File: src/rtl/inst_sram_responder_pkg.sv
// ---------------------------------------------------------------------------
// inst_sram_responder_pkg
// Shared constants for the instruction-side SRAM responder.
//   INST_SRAM_RESP_OUTSTANDING : default depth of in-flight fetch tracking
//   PC_WIDTH / INST_WIDTH      : fetch address and instruction widths
//   ptr_width()                : FIFO pointer width (at least 1 bit)
// ---------------------------------------------------------------------------
package inst_sram_responder_pkg;

    localparam int PC_WIDTH                   = 32;
    localparam int INST_WIDTH                 = 32;
    localparam int INST_SRAM_RESP_OUTSTANDING = 2;

    // A depth-1 FIFO still needs a 1-bit pointer; it simply never leaves 0.
    function automatic int ptr_width(input int depth);
        return (depth > 1) ? $clog2(depth) : 1;
    endfunction

endpackage : inst_sram_responder_pkg

File: src/rtl/inst_sram_responder_if.sv
// ---------------------------------------------------------------------------
// inst_sram_if
// SRAM-like instruction fetch handshake between the fetch stages (master)
// and the responder (slave).
//   req     : fetch request valid                (master -> slave)
//   addr    : fetch address                      (master -> slave)
//   addr_ok : request accepted this cycle        (slave -> master)
//   data_ok : one-cycle pulse, rdata valid       (slave -> master)
//   rdata   : instruction word                   (slave -> master)
// ---------------------------------------------------------------------------
interface inst_sram_if #(
    parameter int ADDR_W = 32,
    parameter int DATA_W = 32
);
    logic              req;
    logic [ADDR_W-1:0] addr;
    logic              addr_ok;
    logic              data_ok;
    logic [DATA_W-1:0] rdata;

    modport master (output req, output addr, input addr_ok, input data_ok, input rdata);
    modport slave  (input req, input addr, output addr_ok, output data_ok, output rdata);
endinterface : inst_sram_if

File: src/rtl/inst_sram_responder_cancel_tag_fifo.sv
// ---------------------------------------------------------------------------
// cancel_tag_fifo
// DEPTH-entry FIFO of 1-bit cancel tags, one per in-flight fetch.
//   clk, rst : clock, asynchronous active-high reset
//   push_i   : write tag_i at the tail (ignored when full)
//   tag_i    : cancel bit of the entry being pushed
//   pop_i    : drop the head entry (ignored when empty)
//   flush_i  : mark every stored entry cancelled
//   empty_o  : no entries held
//   full_o   : DEPTH entries held
//   head_o   : cancel bit of the oldest entry
// ---------------------------------------------------------------------------
module cancel_tag_fifo
    import inst_sram_responder_pkg::*;
#(
    parameter int DEPTH = 2
) (
    input  logic clk,
    input  logic rst,
    input  logic push_i,
    input  logic tag_i,
    input  logic pop_i,
    input  logic flush_i,
    output logic empty_o,
    output logic full_o,
    output logic head_o
);
    localparam int               PTR_W = ptr_width(DEPTH);
    localparam int               CNT_W = $clog2(DEPTH) + 1;
    localparam logic [PTR_W-1:0] LAST  = PTR_W'(DEPTH - 1);

    logic [DEPTH-1:0] tags_q, tags_d;
    logic [PTR_W-1:0] wr_ptr_q, wr_ptr_d;
    logic [PTR_W-1:0] rd_ptr_q, rd_ptr_d;
    logic [CNT_W-1:0] count_q, count_d;
    logic             do_push, do_pop;

    assign empty_o = (count_q == '0);
    assign full_o  = (count_q == CNT_W'(DEPTH));
    assign head_o  = tags_q[rd_ptr_q];

    // NOTE: every variable gets a default at the top of the block so no path leaves it unassigned (no latch).
    always_comb begin
        do_push  = push_i && !full_o;
        do_pop   = pop_i && !empty_o;
        tags_d   = tags_q;
        wr_ptr_d = wr_ptr_q;
        rd_ptr_d = rd_ptr_q;
        count_d  = count_q;

        // Setting free slots too is harmless: a push always overwrites its slot.
        if (flush_i) tags_d = '1;
        if (do_push) begin
            tags_d[wr_ptr_q] = tag_i;
            wr_ptr_d         = (wr_ptr_q == LAST) ? '0 : wr_ptr_q + 1'b1;
        end
        if (do_pop) rd_ptr_d = (rd_ptr_q == LAST) ? '0 : rd_ptr_q + 1'b1;

        case ({do_push, do_pop})
            2'b10:   count_d = count_q + 1'b1;
            2'b01:   count_d = count_q - 1'b1;
            default: count_d = count_q;
        endcase
    end

    // NOTE: the tag storage is reset along with the pointers; a stale cancel bit must never outlive a reset.
    always_ff @(posedge clk or posedge rst) begin
        if (rst) begin
            tags_q   <= '0;
            wr_ptr_q <= '0;
            rd_ptr_q <= '0;
            count_q  <= '0;
        end else begin
            // NOTE: non-blocking assignments for all state, so every flop samples pre-edge values.
            tags_q   <= tags_d;
            wr_ptr_q <= wr_ptr_d;
            rd_ptr_q <= rd_ptr_d;
            count_q  <= count_d;
        end
    end

endmodule : cancel_tag_fifo

File: src/rtl/inst_sram_responder.sv
// ---------------------------------------------------------------------------
// inst_sram_responder
// Slave end of the instruction fetch interface. Each accepted fetch becomes
// one single-beat read (AR then R); results return as one-cycle data_ok
// pulses. Fetches issued before an exception flush are drained silently.
//   clk, rst         : clock, asynchronous active-high reset
//   inst_sram        : fetch handshake (slave modport)
//   excep_flush_i    : pipeline flush, cancels every in-flight fetch
//   arvalid_o/araddr_o/arready_i : read address channel
//   rvalid_i/rdata_i/rready_o    : read data channel (in order, never stalled)
// ---------------------------------------------------------------------------
module inst_sram_responder
    import inst_sram_responder_pkg::*;
#(
    parameter int OUTSTANDING = INST_SRAM_RESP_OUTSTANDING,
    parameter int ADDR_W      = PC_WIDTH,
    parameter int DATA_W      = INST_WIDTH
) (
    input  logic              clk,
    input  logic              rst,
    inst_sram_if.slave        inst_sram,
    input  logic              excep_flush_i,
    output logic              arvalid_o,
    output logic [ADDR_W-1:0] araddr_o,
    input  logic              arready_i,
    input  logic              rvalid_i,
    input  logic [DATA_W-1:0] rdata_i,
    output logic              rready_o
);
    localparam int CNT_W = $clog2(OUTSTANDING) + 1;

    logic [CNT_W-1:0]  cnt_q, cnt_d;
    logic              ar_valid_q, ar_valid_d;
    logic [ADDR_W-1:0] araddr_q, araddr_d;
    logic              push, pop;
    logic              fifo_empty, fifo_full, cancel_head;

    // Outputs are gated by rst so they read 0 while reset is held, even
    // though the fetch side may still be asserting req.
    assign inst_sram.addr_ok = !rst && inst_sram.req && (cnt_q < CNT_W'(OUTSTANDING)) && !ar_valid_q;
    assign inst_sram.data_ok = !rst && rvalid_i && !fifo_empty && !cancel_head && !excep_flush_i;
    assign inst_sram.rdata   = rst ? '0 : rdata_i;
    assign arvalid_o         = ar_valid_q;
    assign araddr_o          = araddr_q;
    assign rready_o          = 1'b1;

    assign push = inst_sram.addr_ok;
    // A beat with nothing outstanding is a protocol error and is ignored.
    assign pop  = rvalid_i && (cnt_q != '0);

    always_comb begin
        ar_valid_d = ar_valid_q;
        araddr_d   = araddr_q;
        // push only happens with ar_valid_q low, so the two never collide.
        if (push) begin
            ar_valid_d = 1'b1;
            araddr_d   = inst_sram.addr;
        end else if (ar_valid_q && arready_i) begin
            ar_valid_d = 1'b0;
        end

        case ({push, pop})
            2'b10:   cnt_d = cnt_q + 1'b1;
            2'b01:   cnt_d = cnt_q - 1'b1;
            default: cnt_d = cnt_q;
        endcase
    end

    always_ff @(posedge clk or posedge rst) begin
        if (rst) begin
            cnt_q      <= '0;
            ar_valid_q <= 1'b0;
            araddr_q   <= '0;
        end else begin
            cnt_q      <= cnt_d;
            ar_valid_q <= ar_valid_d;
            araddr_q   <= araddr_d;
        end
    end

    // A fetch accepted in the flush cycle carries a stale PC: tag it cancelled.
    cancel_tag_fifo #(.DEPTH(OUTSTANDING)) u_cancel_tag_fifo (
        .clk     (clk),
        .rst     (rst),
        .push_i  (push),
        .tag_i   (excep_flush_i),
        .pop_i   (pop),
        .flush_i (excep_flush_i),
        .empty_o (fifo_empty),
        .full_o  (fifo_full),
        .head_o  (cancel_head)
    );

    a_no_orphan_rvalid : assert property (@(posedge clk) disable iff (rst) !(rvalid_i && cnt_q == '0));
    a_cnt_tracks_fifo  : assert property (@(posedge clk) disable iff (rst)
                                          (cnt_q == CNT_W'(OUTSTANDING)) == fifo_full);

endmodule : inst_sram_responder

File: src/flat_wrapper.sv
// flat-port wrapper written by rule: the top's interface ports become plain ports
module inst_sram_responder_flat import inst_sram_responder_pkg::*;
#(
    parameter int OUTSTANDING = INST_SRAM_RESP_OUTSTANDING,
    parameter int ADDR_W      = PC_WIDTH,
    parameter int DATA_W      = INST_WIDTH
)
  (clk, rst, excep_flush_i, arvalid_o, araddr_o, arready_i, rvalid_i, rdata_i, rready_o, inst_sram_req, inst_sram_addr, inst_sram_addr_ok, inst_sram_data_ok, inst_sram_rdata);
  inst_sram_if #(.ADDR_W(ADDR_W), .DATA_W(DATA_W)) inst_sram_i ();
  input  logic clk;
  input  logic rst;
  input  logic excep_flush_i;
  output logic arvalid_o;
  output logic [ADDR_W-1:0] araddr_o;
  input  logic arready_i;
  input  logic rvalid_i;
  input  logic [DATA_W-1:0] rdata_i;
  output logic rready_o;
  input wire logic [$bits(inst_sram_i.req)-1:0] inst_sram_req;
  input wire logic [$bits(inst_sram_i.addr)-1:0] inst_sram_addr;
  output wire logic [$bits(inst_sram_i.addr_ok)-1:0] inst_sram_addr_ok;
  output wire logic [$bits(inst_sram_i.data_ok)-1:0] inst_sram_data_ok;
  output wire logic [$bits(inst_sram_i.rdata)-1:0] inst_sram_rdata;
  assign inst_sram_i.req = inst_sram_req;
  assign inst_sram_i.addr = inst_sram_addr;
  assign inst_sram_addr_ok = inst_sram_i.addr_ok;
  assign inst_sram_data_ok = inst_sram_i.data_ok;
  assign inst_sram_rdata = inst_sram_i.rdata;
  inst_sram_responder #(.OUTSTANDING(OUTSTANDING), .ADDR_W(ADDR_W), .DATA_W(DATA_W)) u_core (.clk(clk), .rst(rst), .inst_sram(inst_sram_i), .excep_flush_i(excep_flush_i), .arvalid_o(arvalid_o), .araddr_o(araddr_o), .arready_i(arready_i), .rvalid_i(rvalid_i), .rdata_i(rdata_i), .rready_o(rready_o));
endmodule
File: config.mk
export PLATFORM = sky130hd
export DESIGN_NAME = inst_sram_responder_flat
export DESIGN_NICKNAME = d
export VERILOG_FILES = /design/src/rtl/inst_sram_responder_pkg.sv /design/src/rtl/inst_sram_responder_if.sv /design/src/rtl/inst_sram_responder_cancel_tag_fifo.sv /design/src/rtl/inst_sram_responder.sv /design/src/flat_wrapper.sv
export SDC_FILE = /design/constraint.sdc
export NUM_CORES = 1
export LEC_CHECK = 0
export CORE_UTILIZATION = 34
export CTS_BUF_LIST = sky130_fd_sc_hd__clkbuf_16
export DETAILED_ROUTE_END_ITERATION = 7
export PLACE_DENSITY = 0.8
export SYNTH_ARGS = -nofsm -noshare
export SYNTH_HDL_FRONTEND = slang
export SYNTH_SLANG_ARGS = --single-unit
File: constraint.sdc
create_clock -name clk -period 2.31 [get_ports clk]
set_input_delay 0.231 -clock clk [delete_from_list [all_inputs] [get_ports clk]]
set_output_delay 0.231 -clock clk [all_outputs]
set_load 0.03 [all_outputs]
== Yosys cells after proc, flatten, opt, wreduce, memory -nomap -nowiden ==
Cells that the tools add are included.

* Register bits: 41
* Bits of input ports: 70
* Output and inout bits: 68
* ROM bits: 0
* Logic and storage cells: 59
* Memories kept: 0
* Bits in latches: 0
* RAM bits: 0

* Multiplexer cells: 14
* $add $sub $neg: 6
* Shifts and indexed selects: 0
* Divide/modulo/power cells: 0
* Equality and inequality tests: 5
* Bitwise gates (word level): 0
* Reductions and logical operators: 23
* $mul: 0
* $lt $le $gt $ge: 4

{| class="wikitable"
|+ Operator list
! operator !! count
|-
| 32-bit 2-to-1 mux || 1
|-
| 1-bit logical AND || 12
|-
| 2-bit case mux with 2 select lines || 2
|-
| 2-bit nonzero test || 4
|-
| 1-bit 2-to-1 mux || 7
|-
| 2-bit == test (second input constant) || 3
|-
| 1-bit zero test || 6
|-
| 2-bit by 1-bit adder with 2-bit output (second input constant) || 2
|-
| 2-bit by 1-bit == test with 1-bit output (second input constant) || 2
|-
| 1-bit by 2-bit less-than comparator with 1-bit output (second input constant) || 2
|-
| 2-bit 2-to-1 mux || 2
|-
| 2-bit by 1-bit subtractor with 2-bit output (second input constant) || 2
|-
| 1-bit adder (second input constant) || 2
|-
| 2-bit bitwise mux || 1
|-
| 2-bit zero test || 1
|-
| 2-bit less-than comparator (second input constant) || 1
|-
| 1-bit demux with 1-bit select || 1
|-
| 1-bit greater-or-equal comparator (second input constant) || 1
|}

== Logic depth before layout (Yosys ltp) ==
Gate-level depths: netlist (run 1).

* Word-level depth: 7
* Mapped depth: 8
* Mapped depth without buffers: 6

== Modules after synthesis ==
A second synthesis (run 1) with hierarchy kept.

* Cell total of the unflattened synthesis: 147
* Area, all modules: 1901.8 um^2

{| class="wikitable"
|+ Modules (own cells, without submodules)
! module !! times used !! cells each !! sequential area each (um^2) !! area an instance (um^2)
|-
| inst_sram_responder || 1 || 120 || 875.8 || 1599.0
|-
| cancel_tag_fifo || 1 || 27 || 150.1 || 302.8
|}

== Worst setup path after synthesis (run 1) ==
OpenSTA, ideal clock, no wires.

* Kind: in2out
* Start point: input port rst
* End point: output port inst_sram_data_ok
* Data arrival time: 2.136 ns
* Required time: 2.079 ns
* Buffers on the path: 0
* Stages on the path: 3
* Setup slack: -0.057 ns
* Cells stage by stage: inv_1 > nand2_1 > nor4_1

* Cells in the longest elaborated chain, start to end: 5

{| class="wikitable"
|+ Ends and longest elaborated chain
! what !! RTL line !! source
|-
| start, declared || flat_wrapper.sv:11 || <nowiki>input logic rst;</nowiki>
|-
| 1-bit zero test || inst_sram_responder.sv:41 || <nowiki>assign inst_sram.data_ok = !rst && rvalid_i && !fifo_empty && !cancel_head && !excep_flush_i;</nowiki>
|-
| 1-bit logical AND (4 in a row) || inst_sram_responder.sv:41 ||
|-
| end, declared || flat_wrapper.sv:22 || <nowiki>output wire logic [$bits(inst_sram_i.data_ok)-1:0] inst_sram_data_ok;</nowiki>
|}

No other way between the ends.

== Worst setup path in the final report (run 1) ==
* Start point: register u_core.u_cancel_tag_fifo.rd_ptr_q
* End point: output port inst_sram_data_ok

* Cells in the longest elaborated chain, start to end: 5

{| class="wikitable"
|+ Ends and longest elaborated chain
! what !! RTL line !! source
|-
| start, declared || inst_sram_responder_cancel_tag_fifo.sv:34 || <nowiki>logic [PTR_W-1:0] rd_ptr_q, rd_ptr_d;</nowiki>
|-
| start signal, assigned || inst_sram_responder_cancel_tag_fifo.sv:77 || <nowiki>rd_ptr_q <= rd_ptr_d;</nowiki>
|-
| 1-bit 2-to-1 mux (not written as such) (2 in a row) || inst_sram_responder_cancel_tag_fifo.sv:40 || <nowiki>assign head_o = tags_q[rd_ptr_q];</nowiki>
|-
| 1-bit zero test || inst_sram_responder.sv:41 ||
|-
| 1-bit logical AND (2 in a row) || inst_sram_responder.sv:41 ||
|}

No other way between the ends. The select of a mux whose other input is x is not followed.

==> results of run 1 <==
[area by class of cell]
cell class	count	share of cell area, %
repair buffers	142	39.2
flip-flops and latches	41	30.1
multi-input cells	92	23.1
clock buffers	5	3.67
well taps	70	2.57
clock inverters	2	1.03
inverters	3	0.331
[cells in the mapped netlist]
| cell type | n |
|---|---|
| buf_8 | 2 |
| nand2_1 | 1 |
| a21o_1 | 1 |
| nor2_1 | 5 |
| nor4_1 | 1 |
| xor2_1 | 3 |
| a31oi_1 | 1 |
| o21a_1 | 1 |
| conb_1 | 1 |
| clkbuf_1 | 3 |
| ha_1 | 2 |
| o21ai_0 | 1 |
| nor4b_2 | 1 |
| mux2_2 | 33 |
| inv_1 | 3 |
| nor2b_1 | 32 |
| buf_4 | 1 |
| buf_12 | 1 |
| dfrtp_1 | 41 |
| nand2_2 | 1 |
| and2b_1 | 1 |
| xnor2_1 | 5 |
| nand2b_1 | 1 |
| buf_6 | 1 |
| nand3_2 | 1 |
[worst max-delay path, cell delays in order (launching register included)]
cell and delay, ps:
dfrtp_1 370, mux2_2 350, nor4_2 210, clkdlybuf4s50_1 720
[where the power goes]
group / switching [mW] / internal (mW)
Combinational: 1.04 / 1.01
Sequential: 0.210 / 1.07
Clock: 0.242 / 0.500
Total: 1.49 / 2.58
[layout by cell type (no fill, tap or decap), types with 2 or more instances in the layout]
| cell type | n |
|---|---|
| clkdlybuf4s50_1 | 103 |
| dfrtp_1 | 41 |
| buf_4 | 38 |
| mux2_2 | 33 |
| nor2b_1 | 32 |
| nor2_1 | 5 |
| xnor2_1 | 5 |
| clkbuf_16 | 5 |
| xor2_1 | 3 |
| inv_1 | 2 |
| ha_1 | 2 |
[routing by layer]
metal	GRT usage [%]	vias up	share of wire [%]
met2	28.6	95	51
met3	5.87	4	9.5
met1	17.6	723	39
met5	0	-	0
li1	-	750	-
met4	6.73	0	1.2
[per-stage QoR]
stage / std cells / utilization (%) / hold WS [ps]
2_1_floorplan: 144 / - / 323
3_3_place_gp: 348 / 62.0 / 454
3_5_place_dp: 348 / 62.0 / 468
4_1_cts: 355 / 65.1 / 481
5_1_grt: 355 / 65.1 / 486
6_report: 355 / 65.1 / 475
[final timing paths]
| check | start | to | cells after the start | slack [ps] |
|---|---|---|---|---|
| worst min-delay path | u_core.u_cancel_tag_fifo.tags_q[1] | u_core.u_cancel_tag_fifo.tags_q[1] | 1 | 480 |
| worst max register to register | u_core.cnt_q[1] | u_core.u_cancel_tag_fifo.count_q[1] | 5 | 610 |
| min in group asynchronous | rst | u_core.arvalid_o | 3 | 560 |
| worst min register to register | u_core.u_cancel_tag_fifo.tags_q[1] | u_core.u_cancel_tag_fifo.tags_q[1] | 1 | 480 |
| max in group asynchronous | rst | u_core.cnt_q[0] | 3 | 1400 |
| worst max-delay path | u_core.u_cancel_tag_fifo.rd_ptr_q | inst_sram_data_ok | 3 | 150 |
[cell families (layout without fill, tap and decap cells)]
family                     after synthesis  count (layout)  synth area share (%)
and+or+nand+nor                         44              44                  14.5
DFF                                     41              41                  54.3
muxes                                   33              33                  19.7
buffers and inverters                   11             152                  4.84
xor gates and xnor gates                 8               8                  3.71
AOI/OAI and AO/OA                        4               4                  1.39
adders and majority gates                2               2                  1.33
other                                    1               1                 0.199
[sequential cells by signal, indices dropped and copies added, names as in the netlist]
| register | flops |
|---|---|
| u_core.u_cancel_tag_fifo.wr_ptr_q | 1 |
| u_core.u_cancel_tag_fifo.rd_ptr_q | 1 |
| u_core.araddr_o | 32 |
| u_core.u_cancel_tag_fifo.count_q | 2 |
| u_core.arvalid_o | 1 |
| u_core.u_cancel_tag_fifo.tags_q | 2 |
| u_core.cnt_q | 2 |
==> flow_summary_export.csv, run 1 <==
group,metric,value,unit
grt,overflow,0,
grt,grt_antenna_before_repair,0,
clock_tree,cts_tree,"yes",
timing,period_share,93.3,%
drt,detail-route-antenna-nets,0,
cells_and_area,seqCellArea,1030,µm²
placement,placedInstanceArea,3250,µm²
clock_tree,numCtsBuffers,5,
placement,gp_congestion,0.700,
synth,synth_cells,144,
cells_and_area,drive_above_1_share,29.1,%
synth,synth_warnings,0,
synth,synthTopCellsByArea,"dfrtp_1, mux2_2, nor2b_1, xnor2_1, buf_8",
floorplan,core_region_area,5240,µm²
drt,via_count,1572,
synth,synth_top_area_cell,"dfrtp_1",
clock_tree,postCtsSetupBuffers,0,
clock_tree,clk_latency,270,ps
timing,layout_setup_ws,154,ps
synth,synth_nets,216,
pwr,powerDensity,1200,nW/µm²
synth,synthDistinctLibCells,25,
drt,dr.pass1.iters,4,
timing,setup_violations,0,
critical_path,arrival,1930,ps
job,cap_violations,0,
drt,drc,0,
cells_and_area,fillers,407,
pwr,leakagePower,1.44,nW
critical_path,path_class,"reg -> out",
critical_path,critPathLaunchType,"flip-flop",
clock_tree,clockBufferDepth,2,
cells_and_area,syn_to_final_growth,80.5,%
pwr,power.total,4.08,mW
clock_tree,clockRootBuffer,"clkbuf_16",
timing,period_needed,2160,ps
floorplan,die_h,76.5,µm
cells_and_area,final_area,3410,µm²
drt,vias_per_cell,4.43,
floorplan,dieArea,5860,µm²
cells_and_area,nNetsFinal,357,
timing,skew,2.58,ps
clock_tree,h-tree-depth,2,
grt,grt_max_degree,42,
synth,syn_area_per_cell,13.1,µm²
grt,grt_pass1_vias,1655,
floorplan,pin_count,138,
synth,synth.yosys.seq_area_share,54.3,%
placement,place_hpwl,3540,µm
clock_tree,cts-resized-gates,0,
min_path,hp-class,"reg -> reg",
synth,synth.top_cell.area_share,54.3,%
synth,synth.ff_latch_count,41,
timing,hold_viol,0,
clock_tree,clock-sinks,41,
placement,place_ws,182,ps
floorplan,start_util,36.0,%
critical_path,worstPathMaxFanout,2,
critical_path,crit_required,2080,ps
timing,slew_violations,0,
grt,grt_pass1_wl,7470,µm
drt,post_drt_wl_per_cell,12.4,µm
pwr,ir_worst_vdd,566,µV
timing,rsz0062_at_grt,"false",
placement,io_buffers,136,
floorplan,fp.dieW,76.5,µm
critical_path,crit_path_end_kind,"output port",
floorplan,rows,26,
cells_and_area,multiInputGateArea,786,µm²
clock_tree,clk_pin_slew_worst_paths,50,ps
synth,syn_area,1890,µm²
grt,track_usage,16.3,%
run_status,status,"completed",
drt,drt_iter0_drc,17,
drt,wirelength,4390,µm
cells_and_area,n_antenna_cell,0,
timing,tns,0,ps
clock_tree,postCtsHoldBufs,0,
timing,max_clock_freq,464,MHz
(Power assumes the default switching activity.)
==> run 2: changes to the inputs <==
Settings changed: GPL_ROUTABILITY_DRIVEN set to 0.
==> results of run 2 <==
The final DEF is identical to that of run 1; final timing and power are the same.
